$ cat config.mk
export PLATFORM = sky130hd
export DESIGN_NAME = fp_mul_seq
export DESIGN_NICKNAME = d
export VERILOG_FILES = /design/src/rtl/fp_mul_seq.sv
export SDC_FILE = /design/constraint.sdc
export NUM_CORES = 1
export LEC_CHECK = 0
export ABC_AREA = 0
export ABC_CLOCK_PERIOD_IN_PS = 4140
export CORE_MARGIN = 4
export CORE_UTILIZATION = 55
export CTS_CLUSTER_SIZE = 40
export DETAILED_ROUTE_END_ITERATION = 10
export GPL_TIMING_DRIVEN = 0
export HOLD_SLACK_MARGIN = 0.03
export PLACE_DENSITY = 0.88
export SETUP_SLACK_MARGIN = 0.5
export SYNTH_ARGS = -nofsm -noshare
export SYNTH_HDL_FRONTEND = slang
export SYNTH_SLANG_ARGS = --single-unit
$ cat constraint.sdc
create_clock -name clk -period 4.14 [get_ports clk]
set_clock_uncertainty 0.15 [all_clocks]
set_input_delay 0.828 -clock clk [delete_from_list [all_inputs] [get_ports clk]]
set_output_delay 0.828 -clock clk [all_outputs]
set_load 0.05 [all_outputs]
$ cat src/rtl/fp_mul_seq.sv
// Sequential IEEE-style floating-point multiplier: shift-add significand multiply, one bit per cycle.
// Define FP_MUL_SEQ_RNE_EN for round-to-nearest-even; default build truncates toward zero.
module fp_mul_seq #(
  parameter int EXP_W = 8,
  parameter int MAN_W = 23
) (
  input  logic                     clk,
  input  logic                     rst_n,
  input  logic                     in_valid,
  output logic                     in_ready,
  input  logic [EXP_W+MAN_W:0]     a_operand,
  input  logic [EXP_W+MAN_W:0]     b_operand,
  output logic                     out_valid,
  input  logic                     out_ready,
  output logic [EXP_W+MAN_W:0]     result,
  output logic                     Exception,
  output logic                     Overflow,
  output logic                     Underflow
);
  localparam int W  = 1 + EXP_W + MAN_W;
  localparam int N  = MAN_W + 1;
  localparam int CW = $clog2(N + 1);
  localparam int XW = EXP_W + 2;
  localparam logic signed [XW-1:0] BIAS = XW'((1 << (EXP_W - 1)) - 1);
  localparam logic signed [XW-1:0] EMAX = XW'((1 << EXP_W) - 1);

  typedef enum logic [1:0] {IDLE, MUL, NORM, DONE} state_t;

  state_t            state, state_n;
  logic [W-1:0]      a_q;
  logic [EXP_W:0]    b_hdr;      // sign + exponent of B; its fraction lives in prod
  logic [2*N-1:0]    prod;
  logic [CW-1:0]     cnt;

  logic [N-1:0]      mcand;
  logic [N:0]        sum;
  logic              accept;

  // FSM: state register
  always_ff @(posedge clk or negedge rst_n) begin
    if (!rst_n) state <= IDLE;
    else        state <= state_n;
  end

  always_comb begin
    state_n   = state;
    in_ready  = 1'b0;
    out_valid = 1'b0;
    case (state)
      IDLE: begin
        in_ready = 1'b1;
        if (in_valid) state_n = MUL;
      end
      MUL:  if (cnt == CW'(MAN_W)) state_n = NORM;
      NORM: state_n = DONE;
      DONE: begin
        out_valid = 1'b1;
        if (out_ready) state_n = IDLE;
      end
      default: state_n = IDLE;
    endcase
  end

  assign accept = (state == IDLE) && in_valid;
  assign mcand  = {1'b1, a_q[MAN_W-1:0]};
  assign sum    = {1'b0, prod[2*N-1:N]} + (prod[0] ? {1'b0, mcand} : '0);

  // Multiplier bits of B sit in the low half and are consumed LSB first as the
  // partial sum shifts in from the top.
  always_ff @(posedge clk or negedge rst_n) begin
    if (!rst_n) begin
      a_q   <= '0;
      b_hdr <= '0;
      prod  <= '0;
      cnt   <= '0;
    end else if (accept) begin
      a_q   <= a_operand;
      b_hdr <= b_operand[W-1:MAN_W];
      prod  <= {{N{1'b0}}, 1'b1, b_operand[MAN_W-1:0]};
      cnt   <= '0;
    end else if (state == MUL) begin
      prod  <= {sum, prod[N-1:1]};
      cnt   <= cnt + 1'b1;
    end
  end

  // Normalise, round and classify
  logic                    msb, rnd, sgn;
  logic [MAN_W-1:0]        frac_t;
  logic [MAN_W:0]          frac_r;
  logic signed [XW-1:0]    ea, eb, exp_f;
  logic                    a_ones, b_ones, a_zero, b_zero;
  logic [W-1:0]            res_n;
  logic                    exc_n, ovf_n, unf_n;

  assign msb    = prod[2*N-1];
  assign frac_t = msb ? prod[2*N-2 -: MAN_W] : prod[2*N-3 -: MAN_W];

`ifdef FP_MUL_SEQ_RNE_EN
  logic guard, sticky;
  assign guard  = msb ? prod[N-1] : prod[N-2];
  assign sticky = msb ? |prod[N-2:0] : |prod[N-3:0];
  assign rnd    = guard & (sticky | frac_t[0]);
`else
  assign rnd    = 1'b0;
`endif

  assign frac_r = {1'b0, frac_t} + (MAN_W+1)'(rnd);
  assign ea     = {2'b00, a_q[W-2 -: EXP_W]};
  assign eb     = {2'b00, b_hdr[EXP_W-1:0]};
  // A rounding carry leaves the fraction all-zero, so only the exponent moves.
  assign exp_f  = ea + eb - BIAS + XW'(msb) + XW'(frac_r[MAN_W]);
  assign sgn    = a_q[W-1] ^ b_hdr[EXP_W];
  assign a_ones = &a_q[W-2 -: EXP_W];
  assign b_ones = &b_hdr[EXP_W-1:0];
  assign a_zero = ~|a_q[W-2 -: EXP_W];
  assign b_zero = ~|b_hdr[EXP_W-1:0];

  always_comb begin
    res_n = {sgn, exp_f[EXP_W-1:0], frac_r[MAN_W-1:0]};
    exc_n = 1'b0;
    ovf_n = 1'b0;
    unf_n = 1'b0;
    if (a_ones || b_ones) begin
      exc_n = 1'b1;
      res_n = {sgn, {EXP_W{1'b1}}, {MAN_W{1'b0}}};
    end else if (a_zero || b_zero) begin
      res_n = {sgn, {(W-1){1'b0}}};
    end else if (exp_f >= EMAX) begin
      ovf_n = 1'b1;
      res_n = {sgn, {EXP_W{1'b1}}, {MAN_W{1'b0}}};
    end else if (exp_f <= 0) begin
      unf_n = 1'b1;
      res_n = {sgn, {(W-1){1'b0}}};
    end
  end

  // Results are only written in NORM, so they hold steady through DONE.
  always_ff @(posedge clk or negedge rst_n) begin
    if (!rst_n) begin
      result    <= '0;
      Exception <= 1'b0;
      Overflow  <= 1'b0;
      Underflow <= 1'b0;
    end else if (state == NORM) begin
      result    <= res_n;
      Exception <= exc_n;
      Overflow  <= ovf_n;
      Underflow <= unf_n;
    end
  end

endmodule

==> flow_summary.toml, run 1 <==
[sta]
slew_headroom = 0.426
max_freq_mhz = 286
slew_viol_final = 0
fin_ws_ns = 0.638
fin_hold_ws_ns = 0.208
setup_viol = 0
rsz0062_at_grt = "false"
finalCritPeriodShare = 0.846
hold_violations = 0
tightest_slew_ns = 0.861
finalSetupTns_ns = 0
fin_crit_ns = 3.50

[global_routing]
grt_start_max_net_pins = 78
grt_overflow = 0
grt_pass1_wl_um = 31600
grt.total_usage = 0.244
antenna_found_initial = 0
first_global_vias = 6468

[floorplan]
core_area_um2 = 13800
ios = 105
dieHeight_um = 126
row_count = 43
die_width_um = 126
initial_core_util = 0.558
dieArea_um2 = 16000

[clock_network]
cts_hold_buf = 0
clk_pin_slew_ns = 0.06
htreeDepth = 4
cts_tree = "yes"
clock-sinks = 131
clock_path_buffers = 2
cts-root-buf = "clkbuf_16"
clock_latency_ns = 0.42
cts_buffers = 17

[worst_setup_path]
reg2reg_depth = 16
rr_startpoint = "prod[47]"
cp.arrival_ns = 3.62
critical_path_class = "flip-flop to flip-flop"
cp_max_fo = 10
crit_path_end_kind = "flip-flop"
required_ns = 4.26
rr_endpoint = "result[18]"
crit_end = "result[18]"
worstSetupStartpointType = "flip-flop"
crit_start = "prod[47]"
ff2ff_setup_slack_ns = 0.64

[routing]
vias_per_cell = 5.66
wl_per_cell_um = 16.5
dr.pass1.iters = 5
num_vias = 6546
drtIter0Drc = 566
drt_wl_total_um = 19100
ant_nets = 0
drc_errors = 0

[pwr]
p_leak_nw = 4.43
seq_power_share = 0.266
p_per_area_nw_per_um2 = 878
p_sw_mw = 3.77
clockPowerShare = 0.187
finalPower_mw = 8.55
peakVddDrop_mv = 0.397
p_int_mw = 4.77
netSwitchingFraction = 0.441
power_frac_comb = 0.547

[logic_synthesis]
synth-edff-count = 0
yosys_most_used_dff = "dfrtp_1"
syn-num-nets = 949
synthArstFlopShare = 1.00
synth_cells = 834
synth_seq_cells = 131
synth_largest_area_cell = "dfrtp_1"
synthTopCellsByCount = "nand2_1 (167), dfrtp_1 (131), mux2i_1 (60)"
post_synth.cell_area_avg_um2 = 9.25
seq_area_frac_synth = 0.425
yosysTopAreaCellShare = 0.425
yosys_warnings = 0
yosysMostFrequentCell = "nand2_1"
syn_area_um2 = 7710
synth.distinct_cells = 68
netlist_top_cells_area = "dfrtp_1 (43%), nand2_1 (8.1%), mux2i_1 (7.8%)"

[placed_design]
port_buffers = 104
post-place-cells = 1119
globalplace.congestion = 0.924
place_ws_ns = -0.201
dpl.hpwl_um = 13700
dpl_cell_area_um2 = 9010

[job]
drv_cap = 0

[final_layout]
final_cells = 1156
nets = 1079
drive_gt1_frac = 0.0871
diodes = 0
design_area_um2 = 9730
final_util = 0.704
syn2layout_area_growth_pct = 26.2

[status]
outcome = "finished, final reports clean"

[hold_path]
hold_class = "input pin to asynchronous set/reset pin"
flip-flops by register name, summed over array words and instances (netlist names):
| register | cells |
|---|---|
| b_hdr | 9 |
| a_q | 32 |
| prod | 48 |
| Overflow | 1 |
| state | 2 |
| Exception | 1 |
| cnt | 5 |
| Underflow | 1 |
| result | 32 |
cell usage in the layout, fill, tap and decap left out, types with 6 or more instances in the layout:
cell,instances
a21o_1,15
xnor2_1,11
nor2_1,46
a21oi_1,34
o21ai_0,59
inv_1,44
mux2i_1,59
a211oi_1,7
o21ai_1,11
clkbuf_16,17
dfrtp_1,131
xor2_1,13
o22ai_2,20
o22ai_1,6
and2_1,27
nand4_1,10
nand3_1,7
clkbuf_1,31
clkdlybuf4s50_1,103
nand2_1,167
buf_4,7
ha_1,45
worst max-delay path: stages (launching register included):
cell and delay, ns:
dfrtp_1 0.37, buf_6 0.17, buf_8 0.17, inv_1 0.09, ha_1 0.28, inv_1 0.06, ha_1 0.16, inv_1 0.06
fa_1 0.42, nor2b_2 0.16, o211ai_2 0.17, nor4b_2 0.22, nor4b_2 0.25, a31oi_2 0.16, nand3_2 0.20, buf_12 0.17
o22ai_2 0.08
routing by layer:
metal / track usage / routed length, um / share of wire / up-vias
met5: 0 / 0 / 0 / -
met4: 0.0814 / 359 / 0.019 / 0
met3: 0.0543 / 1220 / 0.064 / 31
met2: 0.399 / 9110 / 0.48 / 230
met1: 0.324 / 8380 / 0.44 / 3133
li1: - / - / - / 3152
logic make-up after synthesis:
| group | Yosys count | share of synthesized area |
|---|---|---|
| and+or+nand+nor | 297 | 0.175 |
| AOI/OAI and AO/OA | 188 | 0.169 |
| DFF | 131 | 0.425 |
| buffers and inverters | 85 | 0.0441 |
| muxes | 60 | 0.0779 |
| adders and majority gates | 47 | 0.0782 |
| xor gates and xnor gates | 26 | 0.0305 |
how the worst min path moves through the flow:
stage | depth (start not counted) | start | slack, ns | to
global placement | 2 | a_q[3] | 0.30 | a_q[3]
finish | 1 | rst_n | 0.21 | result[10]
global route | 1 | rst_n | 0.25 | result[9]
detailed placement | 2 | a_q[19] | 0.31 | a_q[19]
CTS | 1 | rst_n | 0.22 | result[10]
floorplan | 2 | a_q[22] | 0.29 | a_q[22]
final cells by class:
type	instances	area [um^2]
buffer	41	206
clock buffer	21	470
clock inverter	10	155
fill	1046	4090
inverter	44	165
multi-input combinational	618	4120
sequential	131	3280
tap	180	225
timing repair buffer	111	1110
timing repair:
item	4_1_cts	5_1_grt
buffers inserted	5	1
resized for setup	7	9
pin swaps	0	2
endpoints found under the setup margin	33	21
power by group through the flow:
stage                     Sequential (mW)  Combinational [mW]  Clock (mW)
after floorplan                      2.67                2.80           0
after global placement               2.25                4.29           0
after detailed placement             2.28                4.40           0
after CTS                            2.26                4.58        1.61
after global routing                 2.35                5.13        1.67
final                                2.27                4.68        1.60
Power figures use the tool's default switching activity.
==> run 2: changes to the inputs <==
--- a/config.mk
+++ b/config.mk
@@ -6,7 +6,7 @@
 export NUM_CORES = 1
 export LEC_CHECK = 0
 export ABC_AREA = 0
-export ABC_CLOCK_PERIOD_IN_PS = 4140
+export ABC_CLOCK_PERIOD_IN_PS = 3300
 export CORE_MARGIN = 4
 export CORE_UTILIZATION = 55
 export CTS_CLUSTER_SIZE = 40
==> constraint.sdc (replaced) <==
create_clock -name clk -period 3.3 [get_ports clk]
set_clock_uncertainty 0.15 [all_clocks]
set_input_delay 0.66 -clock clk [delete_from_list [all_inputs] [get_ports clk]]
set_output_delay 0.66 -clock clk [all_outputs]
set_load 0.05 [all_outputs]
==> flow_summary.toml, run 2 (synthesized netlist as in run 1, its figures left out) <==
[status]
outcome = "finished, violations left"
failed_checks = "negative setup slack"

[sta]
slew_viol_final = 0
max_freq_mhz = 303
rsz0062_at_grt = "true"
hold_violations = 0
finalCritPeriodShare = 1.00
setup_viol = 2
fin_ws_ns = -0.00192
fin_crit_ns = 3.30
tightest_slew_ns = 0.838
finalSetupTns_ns = -0.00287
slew_headroom = 0.441

[pwr]
p_per_area_nw_per_um2 = 1150
p_leak_nw = 4.63
peakVddDrop_mv = 0.500
finalPower_mw = 11.9

[worst_setup_path]
critical_path_class = "flip-flop to flip-flop"
required_ns = 3.43
crit_path_end_kind = "flip-flop"
slowest_stage = "dfrtp_1"
worstSetupStartpointType = "flip-flop"
slowest_delay_ns = 0.39
crit_chain = "clkbuf_8 > clkbuf_16 > clkinv_4 > ha_4 > inv_2 > ha_4 > inv_2 > fa_2 > nor2b_4 > o211ai_4 > a21oi_2 > mux2i_2 > nand3b_1 > nand3_4 > buf_4 > clkbuf_16 > o22ai_2"
cp_max_fo = 5
cp.arrival_ns = 3.44

[final_layout]
final_util = 0.746
design_area_um2 = 10300
reg_top3 = "prod: 48 flops, a_q: 32 flops, result: 32 flops"
multi_input_area_um2 = 4430
drive_gt1_frac = 0.154
final_common_cell = "nand2_1"
regArea_um2 = 3280
nFillCells = 895
syn2layout_area_growth_pct = 33.7
diodes = 0
nets = 1100
largest_register_ffs = 48
layout_common_cells = "nand2_1 (167), dfrtp_1 (130), clkdlybuf4s50_1 (102)"
top_register = "prod"

[global_routing]
first_global_vias = 6793
grt_pass1_wl_um = 33100
grt_overflow = 0
grt.total_usage = 0.256
antenna_found_initial = 0
grt_start_max_net_pins = 67

[clock_network]
clock_path_buffers = 2
cts_buffers = 17
clk_pin_slew_ns = 0.06
cts_tree = "yes"
clock_latency_ns = 0.43
htreeDepth = 4
clock-sinks = 131
cts_hold_buf = 0
cts-root-buf = "clkbuf_16"

[floorplan]
dieHeight_um = 126
initial_core_util = 0.558
core_area_um2 = 13800
dieArea_um2 = 16000
row_count = 43
ios = 105
die_width_um = 126

[placed_design]
place_ws_ns = 0.0235
globalplace.congestion = 0.978
dpl.hpwl_um = 13900
dpl_cell_area_um2 = 9080
port_buffers = 104

[routing]
wl_per_cell_um = 18.8
vias_per_cell = 5.97
ant_nets = 0
num_vias = 7028
drtIter0Drc = 737
dr.pass1.iters = 5
drc_errors = 0
drt_wl_total_um = 22100

[hold_path]
hold_class = "input pin to asynchronous set/reset pin"

[job]
drv_cap = 0
[run 2: layer usage]
metal / wire length [um] / vias to the layer above / share of wire / track usage
met5: 0 / - / 0 / 0
met4: 796 / 0 / 0.036 / 0.110
met3: 1570 / 74 / 0.071 / 0.0484
met2: 11000 / 351 / 0.49 / 0.421
met1: 8820 / 3403 / 0.40 / 0.333
li1: - / 3200 / - / -
[run 2: where the power goes]
part / switching [mW] / internal (mW) / total [mW]
registers: 0.587 / 2.33 / 2.91
clock network: 0.718 / 1.28 / 1.99
logic: 4.06 / 2.88 / 6.94
[run 2: worst paths after layout]
| path | start | to | slack [ns] | cells past startpoint |
|---|---|---|---|---|
| worst max-delay path | prod[47] | result[15] | -0.002 | 17 |
| worst min-delay path | rst_n | result[8] | 0.05 | 1 |
| worst max register to register | prod[47] | result[15] | -0.002 | 17 |
| worst min register to register | a_q[1] | a_q[1] | 0.32 | 2 |
| max in group asynchronous | rst_n | b_hdr[0] | 2.22 | 2 |
| min in group clk | a_q[1] | a_q[1] | 0.32 | 2 |
[run 2: what timing repair did]
action	in CTS	in global routing
buffers inserted	15	10
pin swaps	10	16
endpoints found under the setup margin	45	57
gates resized for setup	26	56
cloned	1	1
[run 2: final cells by class]
type / count / area share
Multi-Input combinational cell: 618 / 0.430
Sequential cell: 131 / 0.318
Timing Repair Buffer: 132 / 0.131
Clock buffer: 18 / 0.0426
Buffer: 41 / 0.0228
Tap cell: 180 / 0.0218
Clock inverter: 14 / 0.0178
Inverter: 44 / 0.0165
[run 2: stage by stage]
stage / instances / hold WS [ns]
after global routing: 1178 / 0.119
after CTS: 1167 / 0.0835
after floorplan: 834 / 0.214
final: 1178 / 0.0523
after detailed placement: 1119 / 0.304
after global placement: 1118 / 0.301
[run 2: critical path, delay by kind of cell, from the launching register on]
kind	cells	cell delay, ns
buffers and inverters	7	0.71
AO/OA/AOI/OAI	3	0.38
flip-flops	1	0.39
multiplexers	1	0.28
AND/OR/NAND/NOR	3	0.54
adder cells (fa/ha/maj)	3	0.70
==> run 3: changes to the inputs <==
--- a/config.mk
+++ b/config.mk
@@ -15,6 +15,8 @@
 export HOLD_SLACK_MARGIN = 0.03
 export PLACE_DENSITY = 0.88
 export SETUP_SLACK_MARGIN = 0.5
+export SLEW_MARGIN = 25
 export SYNTH_ARGS = -nofsm -noshare
 export SYNTH_HDL_FRONTEND = slang
 export SYNTH_SLANG_ARGS = --single-unit
+export TNS_END_PERCENT = 10
==> flow_summary.toml, run 3 (synthesized netlist as in run 1, its figures left out) <==
[hold_path]
hold_class = "flip-flop to flip-flop"

[status]
failed_checks = "negative setup slack"
outcome = "finished, violations left"

[global_routing]
grt.total_usage = 0.248
first_global_vias = 6514
grt_overflow = 0
antenna_found_initial = 0
grt_pass1_wl_um = 32000
grt_start_max_net_pins = 98

[routing]
met2_length_um = 10300
top_layer_used = "met4"
drt_wl_total_um = 20600
wl_met3_um = 1570
num_vias = 6755
drc_errors = 0
wl_per_cell_um = 17.6
drtIter0Drc = 686
vias_per_cell = 5.78
ant_nets = 0
dr.pass1.iters = 5
wl_met1_um = 8340

[floorplan]
die_width_um = 126
ios = 105
initial_core_util = 0.558
row_count = 43
dieHeight_um = 126
dieArea_um2 = 16000
core_area_um2 = 13800

[clock_network]
clock_latency_ns = 0.43
htreeDepth = 4
cts_buffers = 17
clock-sinks = 131
clock_path_buffers = 2
cts_tree = "yes"
clk_pin_slew_ns = 0.05
cts-root-buf = "clkbuf_16"

[placed_design]
place_ws_ns = 0.0276
post-place-cells = 1119
dpl.hpwl_um = 13800
port_buffers = 104
globalplace.congestion = 0.964

[worst_setup_path]
cp_max_fo = 5
ff2ff_setup_slack_ns = -0.03
critical_path_class = "flip-flop to flip-flop"
cp.arrival_ns = 3.46
crit_path_end_kind = "flip-flop"
worstSetupStartpointType = "flip-flop"
required_ns = 3.43

[sta]
tightest_slew_ns = 0.771
fin_hold_ws_ns = 0.312
hold_violations = 0
fin_crit_ns = 3.33
finalCritPeriodShare = 1.01
setup_viol = 16
max_freq_mhz = 300
slew_viol_final = 0
finalSetupTns_ns = -0.280
fin_ws_ns = -0.0289
rsz0062_at_grt = "true"
slew_headroom = 0.486

[final_layout]
diodes = 0
reg_top3 = "prod: 48 flops, a_q: 32 flops, result: 32 flops"
syn2layout_area_growth_pct = 31.7
final_common_cell = "nand2_1"
drive_gt1_frac = 0.131
multi_input_area_um2 = 4390
nFillCells = 909
regArea_um2 = 3280
layout_common_cells = "nand2_1 (166), dfrtp_1 (130), clkdlybuf4s50_1 (102)"
final_cells = 1169
largest_register_ffs = 48
top_register = "prod"
nets = 1092

[job]
drv_cap = 0

[pwr]
p_per_area_nw_per_um2 = 1120
p_leak_nw = 4.57
finalPower_mw = 11.4
peakVddDrop_mv = 0.483
[run 3: path summary, 6_finish.rpt]
check,depth (start not counted),to,startpoint
max in group asynchronous,3,prod[0],rst_n
setup / recovery,16,result[3],prod[47]
min in group asynchronous,2,result[8],rst_n
hold / removal,2,a_q[1],a_q[1]
hold reg to reg,2,a_q[1],a_q[1]
setup reg to reg,16,result[3],prod[47]
[run 3: metrics by stage]
step,cell area (um^2),util
3_3_place_gp,9050,0.655
3_5_place_dp,9080,0.657
4_1_cts,9880,0.715
2_1_floorplan,7780,-
5_1_grt,10200,0.735
6_report,10200,0.735
[run 3: power breakdown]
| group | internal, mW | switching, mW |
|---|---|---|
| sequential | 2.33 | 0.556 |
| clock | 1.10 | 0.671 |
| combinational | 2.83 | 3.91 |
[run 3: cell type report]
class	count	share of cell area
Clock buffer	26	0.0491
Multi-Input combinational cell	618	0.432
Tap cell	180	0.0222
Buffer	41	0.0229
Timing Repair Buffer	124	0.129
Clock inverter	5	0.00493
Inverter	44	0.0177
Sequential cell	131	0.323
[run 3: timing repair]
action,CTS,global route
hold buffers,1,0
pin swaps,9,14
setup buffers,14,2
setup endpoints to repair,46,57
hold endpoints to repair,34,0
cloned,2,0
resized for setup,13,63
[run 3: critical path: stages, from the launching register on]
cell and delay, ns:
dfrtp_1 0.38, clkbuf_8 0.14, clkbuf_16 0.15, clkinv_8 0.04, ha_4 0.19, inv_4 0.06
ha_4 0.13, inv_2 0.04, fa_2 0.54, inv_2 0.05, or3_1 0.38, nor4_1 0.24
nand3b_1 0.22, nand3_4 0.16, buf_12 0.13, buf_8 0.11, o22ai_2 0.06
[run 3: routing by layer]
| metal | up-vias | track usage |
|---|---|---|
| met4 | 0 | 0.0896 |
| met2 | 289 | 0.410 |
| met1 | 3243 | 0.326 |
| li1 | 3180 | - |
| met5 | - | 0 |
| met3 | 43 | 0.0501 |
